===== src/rtl/store_narrow_unit_pkg.sv =====
// Shared store-path types: FSM encoding, store size codes and the alignment rule.
// Pure declarations; no logic, no latency.
package store_narrow_unit_pkg;

    typedef enum logic {
        IDLE     = 1'b0,
        MERGE_WR = 1'b1
    } snu_state_t;

    typedef enum logic [1:0] {
        SB  = 2'b00,
        SH  = 2'b01,
        SW  = 2'b10,
        RSV = 2'b11
    } store_size_t;

    // A store is bad if its size is reserved or its address is not naturally aligned.
    function automatic logic is_bad_store(input logic [1:0] size, input logic [1:0] lane);
        return (size == RSV) ||
               ((size == SH) && lane[0]) ||
               ((size == SW) && (lane != 2'b00));
    endfunction

endpackage


===== src/rtl/store_narrow_unit_byte_lane_merge.sv =====
// Combinational read-modify-write merge: replaces the selected byte or half of old_word.
// Zero latency; no flow control.
module byte_lane_merge
    import store_narrow_unit_pkg::*;
#(
    parameter int DATA_WIDTH = 32
) (
    input  logic [DATA_WIDTH-1:0] old_word,
    input  logic [15:0]           new_data,
    input  logic [1:0]            size,
    input  logic [1:0]            lane,
    output logic [DATA_WIDTH-1:0] merged
);

    always_comb begin
        merged = old_word;
        case (size)
            SB:      merged[{lane, 3'b000} +: 8]     = new_data[7:0];
            SH:      merged[{lane[1], 4'b0000} +: 16] = new_data[15:0];
            default: ;
        endcase
    end

endmodule


===== src/rtl/store_narrow_unit.sv =====
// Store unit: aligned words write in one cycle; bytes/halves do read-then-merge-write over two
// cycles with stall held for the read cycle only. Flush or reset abort the pending merge write.
module store_narrow_unit
    import store_narrow_unit_pkg::*;
#(
    parameter int DATA_WIDTH = 32,
    parameter int ADDR_WIDTH = 32
) (
    input  logic                  clk,
    input  logic                  rst,
    input  logic                  store_req,
    input  logic [1:0]            store_size,
    input  logic [ADDR_WIDTH-1:0] addr,
    input  logic [DATA_WIDTH-1:0] store_data,
    input  logic                  flush,
    output logic                  stall,
    output logic                  bad_store,
    output logic [ADDR_WIDTH-1:0] mem_addr,
    output logic                  mem_re,
    output logic                  mem_we,
    output logic [DATA_WIDTH-1:0] mem_wdata,
    input  logic [DATA_WIDTH-1:0] mem_rdata
);

    snu_state_t            state_q, state_d;
    logic [1:0]            lane_q;
    logic [1:0]            size_q;
    logic [15:0]           data_q;
    logic [ADDR_WIDTH-1:0] addr_q;
    logic [DATA_WIDTH-1:0] merged;
    logic                  misaligned;
    logic                  sub_word;
    logic                  accept_sub;
    logic [ADDR_WIDTH-1:0] aligned_addr;

    assign misaligned   = is_bad_store(store_size, addr[1:0]);
    assign sub_word     = (store_size == SB) || (store_size == SH);
    assign aligned_addr = {addr[ADDR_WIDTH-1:2], 2'b00};
    assign accept_sub   = (state_q == IDLE) && store_req && sub_word && !misaligned && !flush;

    always_ff @(posedge clk) begin
        if (rst) begin
            state_q <= IDLE;
        end else begin
            state_q <= state_d;
        end
    end

    always_ff @(posedge clk) begin
        if (rst) begin
            lane_q <= '0;
            size_q <= '0;
            data_q <= '0;
            addr_q <= '0;
        end else if (accept_sub) begin
            lane_q <= addr[1:0];
            size_q <= store_size;
            data_q <= (store_size == SB) ? {8'h00, store_data[7:0]} : store_data[15:0];
            addr_q <= aligned_addr;
        end
    end

    // The request is still held during MERGE_WR, so that state never re-accepts it.
    always_comb begin
        state_d = state_q;
        case (state_q)
            IDLE:     if (accept_sub) state_d = MERGE_WR;
            MERGE_WR: state_d = IDLE;
            default:  state_d = IDLE;
        endcase
    end

    byte_lane_merge #(
        .DATA_WIDTH (DATA_WIDTH)
    ) u_merge (
        .old_word (mem_rdata),
        .new_data (data_q),
        .size     (size_q),
        .lane     (lane_q),
        .merged   (merged)
    );

    always_comb begin
        stall     = 1'b0;
        bad_store = 1'b0;
        mem_addr  = '0;
        mem_re    = 1'b0;
        mem_we    = 1'b0;
        mem_wdata = '0;
        if (!rst) begin
            case (state_q)
                IDLE: begin
                    if (store_req) begin
                        if (misaligned) begin
                            bad_store = 1'b1;
                        end else if (!flush) begin
                            mem_addr = aligned_addr;
                            if (sub_word) begin
                                mem_re = 1'b1;
                                stall  = 1'b1;
                            end else begin
                                mem_we    = 1'b1;
                                mem_wdata = store_data;
                            end
                        end
                    end
                end
                MERGE_WR: begin
                    if (!flush) begin
                        mem_we    = 1'b1;
                        mem_addr  = addr_q;
                        mem_wdata = merged;
                    end
                end
                default: ;
            endcase
        end
    end

endmodule

===== config.mk =====
export PLATFORM = sky130hd
export DESIGN_NAME = store_narrow_unit
export DESIGN_NICKNAME = d
export VERILOG_FILES = /design/src/rtl/store_narrow_unit_pkg.sv /design/src/rtl/store_narrow_unit_byte_lane_merge.sv /design/src/rtl/store_narrow_unit.sv
export SDC_FILE = /design/constraint.sdc
export NUM_CORES = 1
export LEC_CHECK = 0
export CORE_ASPECT_RATIO = 0.75
export CORE_MARGIN = 2
export CORE_UTILIZATION = 43
export DETAILED_ROUTE_END_ITERATION = 10
export GPL_TIMING_DRIVEN = 0
export PLACE_DENSITY = 0.89
export SETUP_SLACK_MARGIN = 0.5
export SYNTH_ARGS = -nofsm -noshare
export SYNTH_HDL_FRONTEND = slang
export SYNTH_SLANG_ARGS = --single-unit

===== constraint.sdc =====
create_clock -name clk -period 2.9 [get_ports clk]
set_input_delay 0.435 -clock clk [delete_from_list [all_inputs] [get_ports clk]]
set_output_delay 0.435 -clock clk [all_outputs]
set_load 0.005 [all_outputs]

==> run_results.csv, run 1 <==
group,metric,value,unit
setup_path,arrival,2370,ps
sta,slew_viol_final,0,
logic_synthesis,ys_types,41,
layout,final_nets,872,
logic_synthesis,yosysWarningCount,0,
drt,ant_nets,0,
floorplanning,die_height,86.4,um
sta,hold_viol,0,
status,outcome,"finished, final reports clean",
sta,fin_crit_sh,0.967,
pwr,ir_drop,0.289,mV
logic_synthesis,synth_ff_type,"dfxtp_1",
logic_synthesis,ys_seq_area_frac,0.262,
layout,finalNonFillerCells,878,
clock_network,cts_root_buf,"clkbuf_16",
setup_path,crit_slowest_cell,"dfxtp_4",
floorplanning,rows,30,
floorplanning,dieWidth,114,um
setup_path,crit_path_end_kind,"output pin",
sta,rsz0062_at_grt,"true",
pwr,pwr-share-clk,0.352,
global_route,grt_max_degree,17,
clock_network,cts_made_buffers,5,
floorplanning,fp.coreArea,8930,um^2
pwr,power_density,306,nW/um^2
placement,hpwlAfterDp,12500,um
drt,wl_per_cell,21.7,um
logic_synthesis,yosysMostFrequentCell,"nand2_1",
placement,routabilityCongestion,0.929,
logic_synthesis,syn_area,3890,um^2
setup_path,path_class,"reg2out",
clock_network,clock_sinks,51,
floorplanning,die_area,9840,um^2
logic_synthesis,syn_avg_cell_area,7.01,um^2
drt,topRoutingLayerUsed,"met4",
setup_path,critPathMaxFanout,4,
clock_network,cts-htree-levels,2,
global_route,track_usage,0.350,
layout,layout-area-overhead-vs-synth,65.8,%
placement,numPortBuffers,167,
sta,setup_viol,0,
layout,stdcell_area,6450,um^2
setup_path,worst_setup_path_start_kind,"flop",
logic_synthesis,synth_area_leaders,"dfxtp_1, a21oi_1, nand2_1",
logic_synthesis,async_flop_share,0,
layout,diodes,0,
sta,clock.fmax,357,MHz
setup_path,crit_top_cell,"buf_6",
sta,slew_headroom,0.510,
drt,vias,5757,
pwr,leakage,2.56,nW
logic_synthesis,synth_top_area_cell,"dfxtp_1",
pwr,power_frac_seq,0.373,
clock_network,cts_tree,"built",
global_route,grt_overflow,0,
floorplanning,initial_utilization,0.436,
drt,wl_met3,2070,um
sta,fin_skew,7.92,ps
logic_synthesis,netlist_top_cells_count,"nand2_1, a21oi_1, dfxtp_1",
clock_network,clkLatencyLatePin,290,ps
clock_network,cts.clk_slew.worst_paths,70,ps
global_route,antenna_found_initial,0,
drt,drt_iter0_markers,746,
setup_path,max_stage_delay,350,ps
logic_synthesis,synth_seq_cells,51,
pwr,power_switching,566,uW
layout,drive_above_1_share,0.239,
sta,max_slew.worst_pin.slew,735,ps
drt,wl_met1,7570,um
global_route,first_global_vias,5246,
drt,drc,0,
logic_synthesis,synth_top_area_share,0.262,
drt,first_pass_iters,6,
logic_synthesis,synth_edf_count,0,
sta,period_minus_slack,2800,ps
floorplanning,ios,170,
drt,wl_met2,8570,um
global_route,grt_pass1_wl,27400,um
pwr,pwr-share-comb,0.275,
clock_network,cts_max_path_buffers,2,
drt,wirelength,19000,um
drt,vias_per_cell,6.56,
placement,dp.cells,835,
layout,final_util,0.723,
job,cap_violations,0,
pwr,p_int,1.41,mW
logic_synthesis,syn_inst,555,
pwr,p_sw_frac,0.286,
setup_path,cp.required,2470,ps
worst_hold_path,hold_class,"in2reg",
setup_path,cp_cell_sequence,"buf_6 > buf_8 > inv_8 > ha_4 > nor4bb_4 > buf_4 > buf_6 > buf_6 > a221oi_2 > a211o_1 > a21oi_2 > buf_2",
placement,placed_cell_area,5720,um^2
[flip-flops by register name (all words and copies together) (netlist names)]
name,flops
state_q,1
addr_q,30
lane_q,2
size_q,2
data_q,16
[power by group through the flow]
stage          registers, mW  logic, mW  clock network [mW]
6_report               0.737      0.544               0.697
5_1_grt                0.738      0.570               0.717
4_1_cts                0.735      0.496               0.688
3_5_place_dp           0.753      0.442                   0
3_3_place_gp           0.753      0.429                   0
2_1_floorplan          0.746      0.196                   0
[metal layers]
layer / track usage / vias to the layer above
li1: - / 2470
met1: 0.466 / 2721
met2: 0.572 / 469
met3: 0.0776 / 97
met4: 0.109 / 0
met5: 0 / -
[cell type report]
cell class / instances / area [um^2]
multi-input cells: 431 / 2850
fillers: 668 / 2480
repair buffers: 202 / 1780
flip-flops and latches: 51 / 1030
plain buffers: 60 / 430
well taps: 112 / 140
clock buffers: 6 / 129
inverters: 14 / 60.1
clock inverters: 2 / 38.8
[through the flow]
stage               setup slack [ps]  hold slack [ps]  setup TNS [ps]  power, mW
floorplan                        561              436               0      0.941
detailed placement              -265              446           -8800       1.19
global route                    11.7              463               0       2.03
CTS                              149              456               0       1.92
global placement                -287              441           -6160       1.18
finish                          96.2              443               0       1.98
[cells in the final DEF, fill, tap and decap left out, types with 4 or more instances in the layout]
cell type and n:
a21oi_2 10, a221oi_1 8, a22o_1 6, clkdlybuf4s50_1 97, a221o_1 9, a211o_1 15
dlygate4sd2_1 29, dfxtp_1 47, o2111ai_2 9, a32oi_1 30, o21ai_0 27, clkbuf_1 10
buf_2 45, dlymetal6s2s_1 4, buf_4 33, clkbuf_2 18, nor2_1 29, clkbuf_16 6
nor2b_1 14, a32o_1 5, o21ai_1 5, nand2b_1 25, nand3_1 8, nor3_1 12
buf_6 15, a21oi_1 67, a221oi_2 7, o22ai_1 15, clkbuf_8 5, nand2_1 92
inv_1 13
[worst max-delay path, delay by kind of cell, from the launching register on]
kind                     cells  cell delay, ps
AND/OR/NAND/NOR              1             270
AO/OA/AOI/OAI                3             450
buffers and inverters        7             790
flip-flops                   1             350
adder cells (fa/ha/maj)      1             210
[logic make-up (layout without fill, tap and decap cells)]
kind of cell	Yosys count	after routing	synth area share
AND/OR/NAND/NOR	199	199	0.237
other	1	2	0.000963
adder cells (fa/ha/maj)	5	5	0.0161
AO/OA/AOI/OAI	224	224	0.398
flip-flops	51	51	0.262
multiplexers	1	1	0.00257
buffers and inverters	74	284	0.0829
[worst paths after layout]
| kind | start | to | slack, ps | cells after the start |
|---|---|---|---|---|
| max | lane_q[1]$_SDFFE_PP0P_ | mem_wdata[26] | 100 | 12 |
| min | addr[1] | lane_q[1]$_SDFFE_PP0P_ | 440 | 3 |
| max reg2reg | state_q$_SDFF_PP0_ | addr_q[20]$_SDFFE_PP0P_ | 1120 | 6 |
| min reg2reg | addr_q[14]$_SDFFE_PP0P_ | addr_q[14]$_SDFFE_PP0P_ | 460 | 2 |
[timing repair]
action                     4_1_cts  5_1_grt
setup endpoints to repair       66       40
hold endpoints to repair         0        0
buffers inserted                20       13
resized for setup              263       45
hold buffers                     0        0
pin swaps                       48       28
cloned                           2        0
(Power assumes the default switching activity.)
==> run 2, diff against run 1 <==
- SLEW_MARGIN: unset -> 20
==> results of run 2 <==
The final DEF is identical to that of run 1; final timing and power are the same.
==> run 3, diff against run 2 <==
- CELL_PAD_IN_SITES_DETAIL_PLACEMENT: unset -> 0
- CELL_PAD_IN_SITES_GLOBAL_PLACEMENT: unset -> 1
- CORE_UTILIZATION: 43 -> 29
- PLACE_DENSITY: 0.89 -> 0.88
==> run_results.csv, run 3 (same netlist as run 1, synthesis figures left out) <==
group,metric,value,unit
status,outcome,"finished, violations left",
status,failed_checks,"negative setup slack",
drt,first_pass_iters,5,
sta,fin_ws,-25.2,ps
worst_hold_path,min_from,"addr_q[24]$_SDFFE_PP0P_",
drt,wl_met1,8210,um
drt,vias_per_cell,5.68,
layout,largest_reg_flops,30,
clock_network,cts_made_buffers,5,
worst_hold_path,hold_end,"addr_q[24]$_SDFFE_PP0P_",
floorplanning,dieWidth,138,um
drt,wl_met3,1620,um
drt,topRoutingLayerUsed,"met5",
drt,wl_met2,7910,um
setup_path,max_stage_delay,350,ps
placement,routabilityCongestion,0.919,
floorplanning,ios,170,
job,cap_violations,0,
global_route,grt_pass1_wl,28100,um
drt,ant_nets,0,
floorplanning,die_height,104,um
clock_network,cts_tree,"built",
clock_network,cts-htree-levels,2,
pwr,power_density,301,nW/um^2
placement,hpwlAfterDp,13000,um
drt,vias,5303,
drt,wirelength,18200,um
clock_network,clkLatencyLatePin,290,ps
sta,fin_crit_sh,1.01,
sta,setup_viol,3,
worst_hold_path,holdPathStages,2,
layout,drive_above_1_share,0.239,
global_route,track_usage,0.244,
clock_network,cts.clk_slew.worst_paths,70,ps
layout,final_util,0.500,
setup_path,cpLargestDelayFamily,"buffers and inverters",
setup_path,rr_worst_depth,6,
layout,final_nets,869,
layout,reg.largest.list,"addr_q x30, data_q x16",
drt,drt_iter0_markers,420,
layout,layout-area-overhead-vs-synth,67.8,%
floorplanning,initial_utilization,0.298,
setup_path,critPathBufInv,7,
pwr,power,1.96,mW
global_route,grt_max_degree,17,
sta,hold_viol,0,
setup_path,rrSetupSlack,1310,ps
global_route,first_global_vias,5195,
layout,fillers,1253,
setup_path,path_class,"reg2out",
floorplanning,fp.coreArea,13100,um^2
clock_network,clock_sinks,51,
clock_network,cts_root_buf,"clkbuf_16",
setup_path,cp.required,2470,ps
sta,rsz0062_at_grt,"true",
placement,dp.cells,894,
global_route,antenna_found_initial,2,
sta,slew_viol_final,0,
sta,period_minus_slack,2930,ps
clock_network,cts_max_path_buffers,2,
setup_path,crit_path_end_kind,"output pin",
drt,wl_per_cell,19.5,um
setup_path,critPathMaxFanout,5,
setup_path,crit_slowest_cell,"dfxtp_4",
setup_path,rr_endpoint,"data_q[15]$_SDFFE_PP0P_",
floorplanning,die_area,14400,um^2
sta,fin_skew,7.37,ps
setup_path,worst_setup_path_start_kind,"flop",
pwr,ir_drop,0.360,mV
setup_path,crit-reg2reg-launch,"state_q$_SDFF_PP0_",
setup_path,arrival,2490,ps
floorplanning,rows,36,
layout,diodes,0,
clock_network,hold_buffers,0,
pwr,leakage,2.50,nW
setup_path,crit_top_cell,"buf_6",
sta,holdWs,456,ps
layout,finalNonFillerCells,934,
drt,drc,0,
sta,max_slew.worst_pin.slew,721,ps
worst_hold_path,hold_class,"reg2reg",
placement,numPortBuffers,167,
global_route,grt_overflow,0,
sta,slew_headroom,0.519,
sta,clock.fmax,342,MHz
setup_path,cp_cell_sequence,"buf_6 > buf_8 > clkinvlp_4 > ha_4 > nor4bb_4 > buf_4 > buf_6 > buf_6 > a221oi_2 > a211o_1 > a21oi_1 > buf_2",
layout,top_register,"addr_q",
layout,final_common_cell,"clkdlybuf4s50_1",
layout,final_cell_mix,"clkdlybuf4s50_1, nand2_1, a21oi_1",
run 3: changes by cell type in the layout (fill, tap and decap cells not counted), sizes merged:
cell / before / now
clkinvlp: 0 / 1
clkdlybuf4s15: 3 / 2
inv: 15 / 14
clkbuf: 40 / 33
dlygate4sd2: 29 / 33
clkdlybuf4s50: 97 / 96
dlymetal6s2s: 4 / 1
buf: 95 / 100
run 3: how the worst max path moves through the flow:
stage / start / to / slack, ps / cells past startpoint
4_1_cts: lane_q[1]$_SDFFE_PP0P_ / mem_wdata[26] / -9 / 12
3_5_place_dp: lane_q[1]$_SDFFE_PP0P_ / mem_wdata[31] / -380 / 10
5_1_grt: lane_q[1]$_SDFFE_PP0P_ / mem_wdata[26] / -140 / 12
3_3_place_gp: flush / mem_wdata[24] / -320 / 7
2_1_floorplan: lane_q[1]$_SDFFE_PP0P_ / mem_wdata[27] / 560 / 9
6_report: lane_q[1]$_SDFFE_PP0P_ / mem_wdata[24] / -30 / 12
run 3: metal layers:
metal	GRT usage	vias up
met3	0.0604	38
met5	0	-
li1	-	2468
met4	0.0758	4
met2	0.367	268
met1	0.341	2525
run 3: power breakdown:
group / total [mW] / switching, mW / internal, mW
Clock: 0.681 / 0.270 / 0.411
Combinational: 0.545 / 0.254 / 0.291
Sequential: 0.738 / 0.0216 / 0.717
run 3: worst reg2reg max path: stages, from the launching register on:
cell	delay, ps
dfxtp_4	360
nand2b_4	150
buf_4	140
a2111oi_4	270
buf_2	300
nand3_1	130
a21oi_1	170
run 3: timing repair:
| action | CTS | global route |
|---|---|---|
| endpoints found under the setup margin | 66 | 36 |
| cloned | 1 | 0 |
| hold endpoints to repair | 0 | 0 |
| resized for setup | 301 | 18 |
| buffers inserted | 27 | 4 |
| pin swaps | 62 | 24 |
run 3: final cells by class:
| type | instances | area [um^2] | share of cell area |
|---|---|---|---|
| well taps | 171 | 214 | 0.0328 |
| inverters | 14 | 56.3 | 0.00862 |
| multi-input cells | 431 | 2890 | 0.443 |
| clock inverters | 2 | 38.8 | 0.00594 |
| plain buffers | 60 | 415 | 0.0636 |
| flip-flops and latches | 51 | 1030 | 0.158 |
| repair buffers | 199 | 1760 | 0.269 |
| clock buffers | 6 | 129 | 0.0197 |
run 3: per-stage QoR:
stage,instance area [um^2],TNS [ps],setup slack [ps]
2_1_floorplan,3910,0,561
3_3_place_gp,5790,-9020,-320
3_5_place_dp,5790,-11910,-382
4_1_cts,6440,-9.72,-8.52
5_1_grt,6530,-720,-136
6_report,6530,-67.0,-25.2
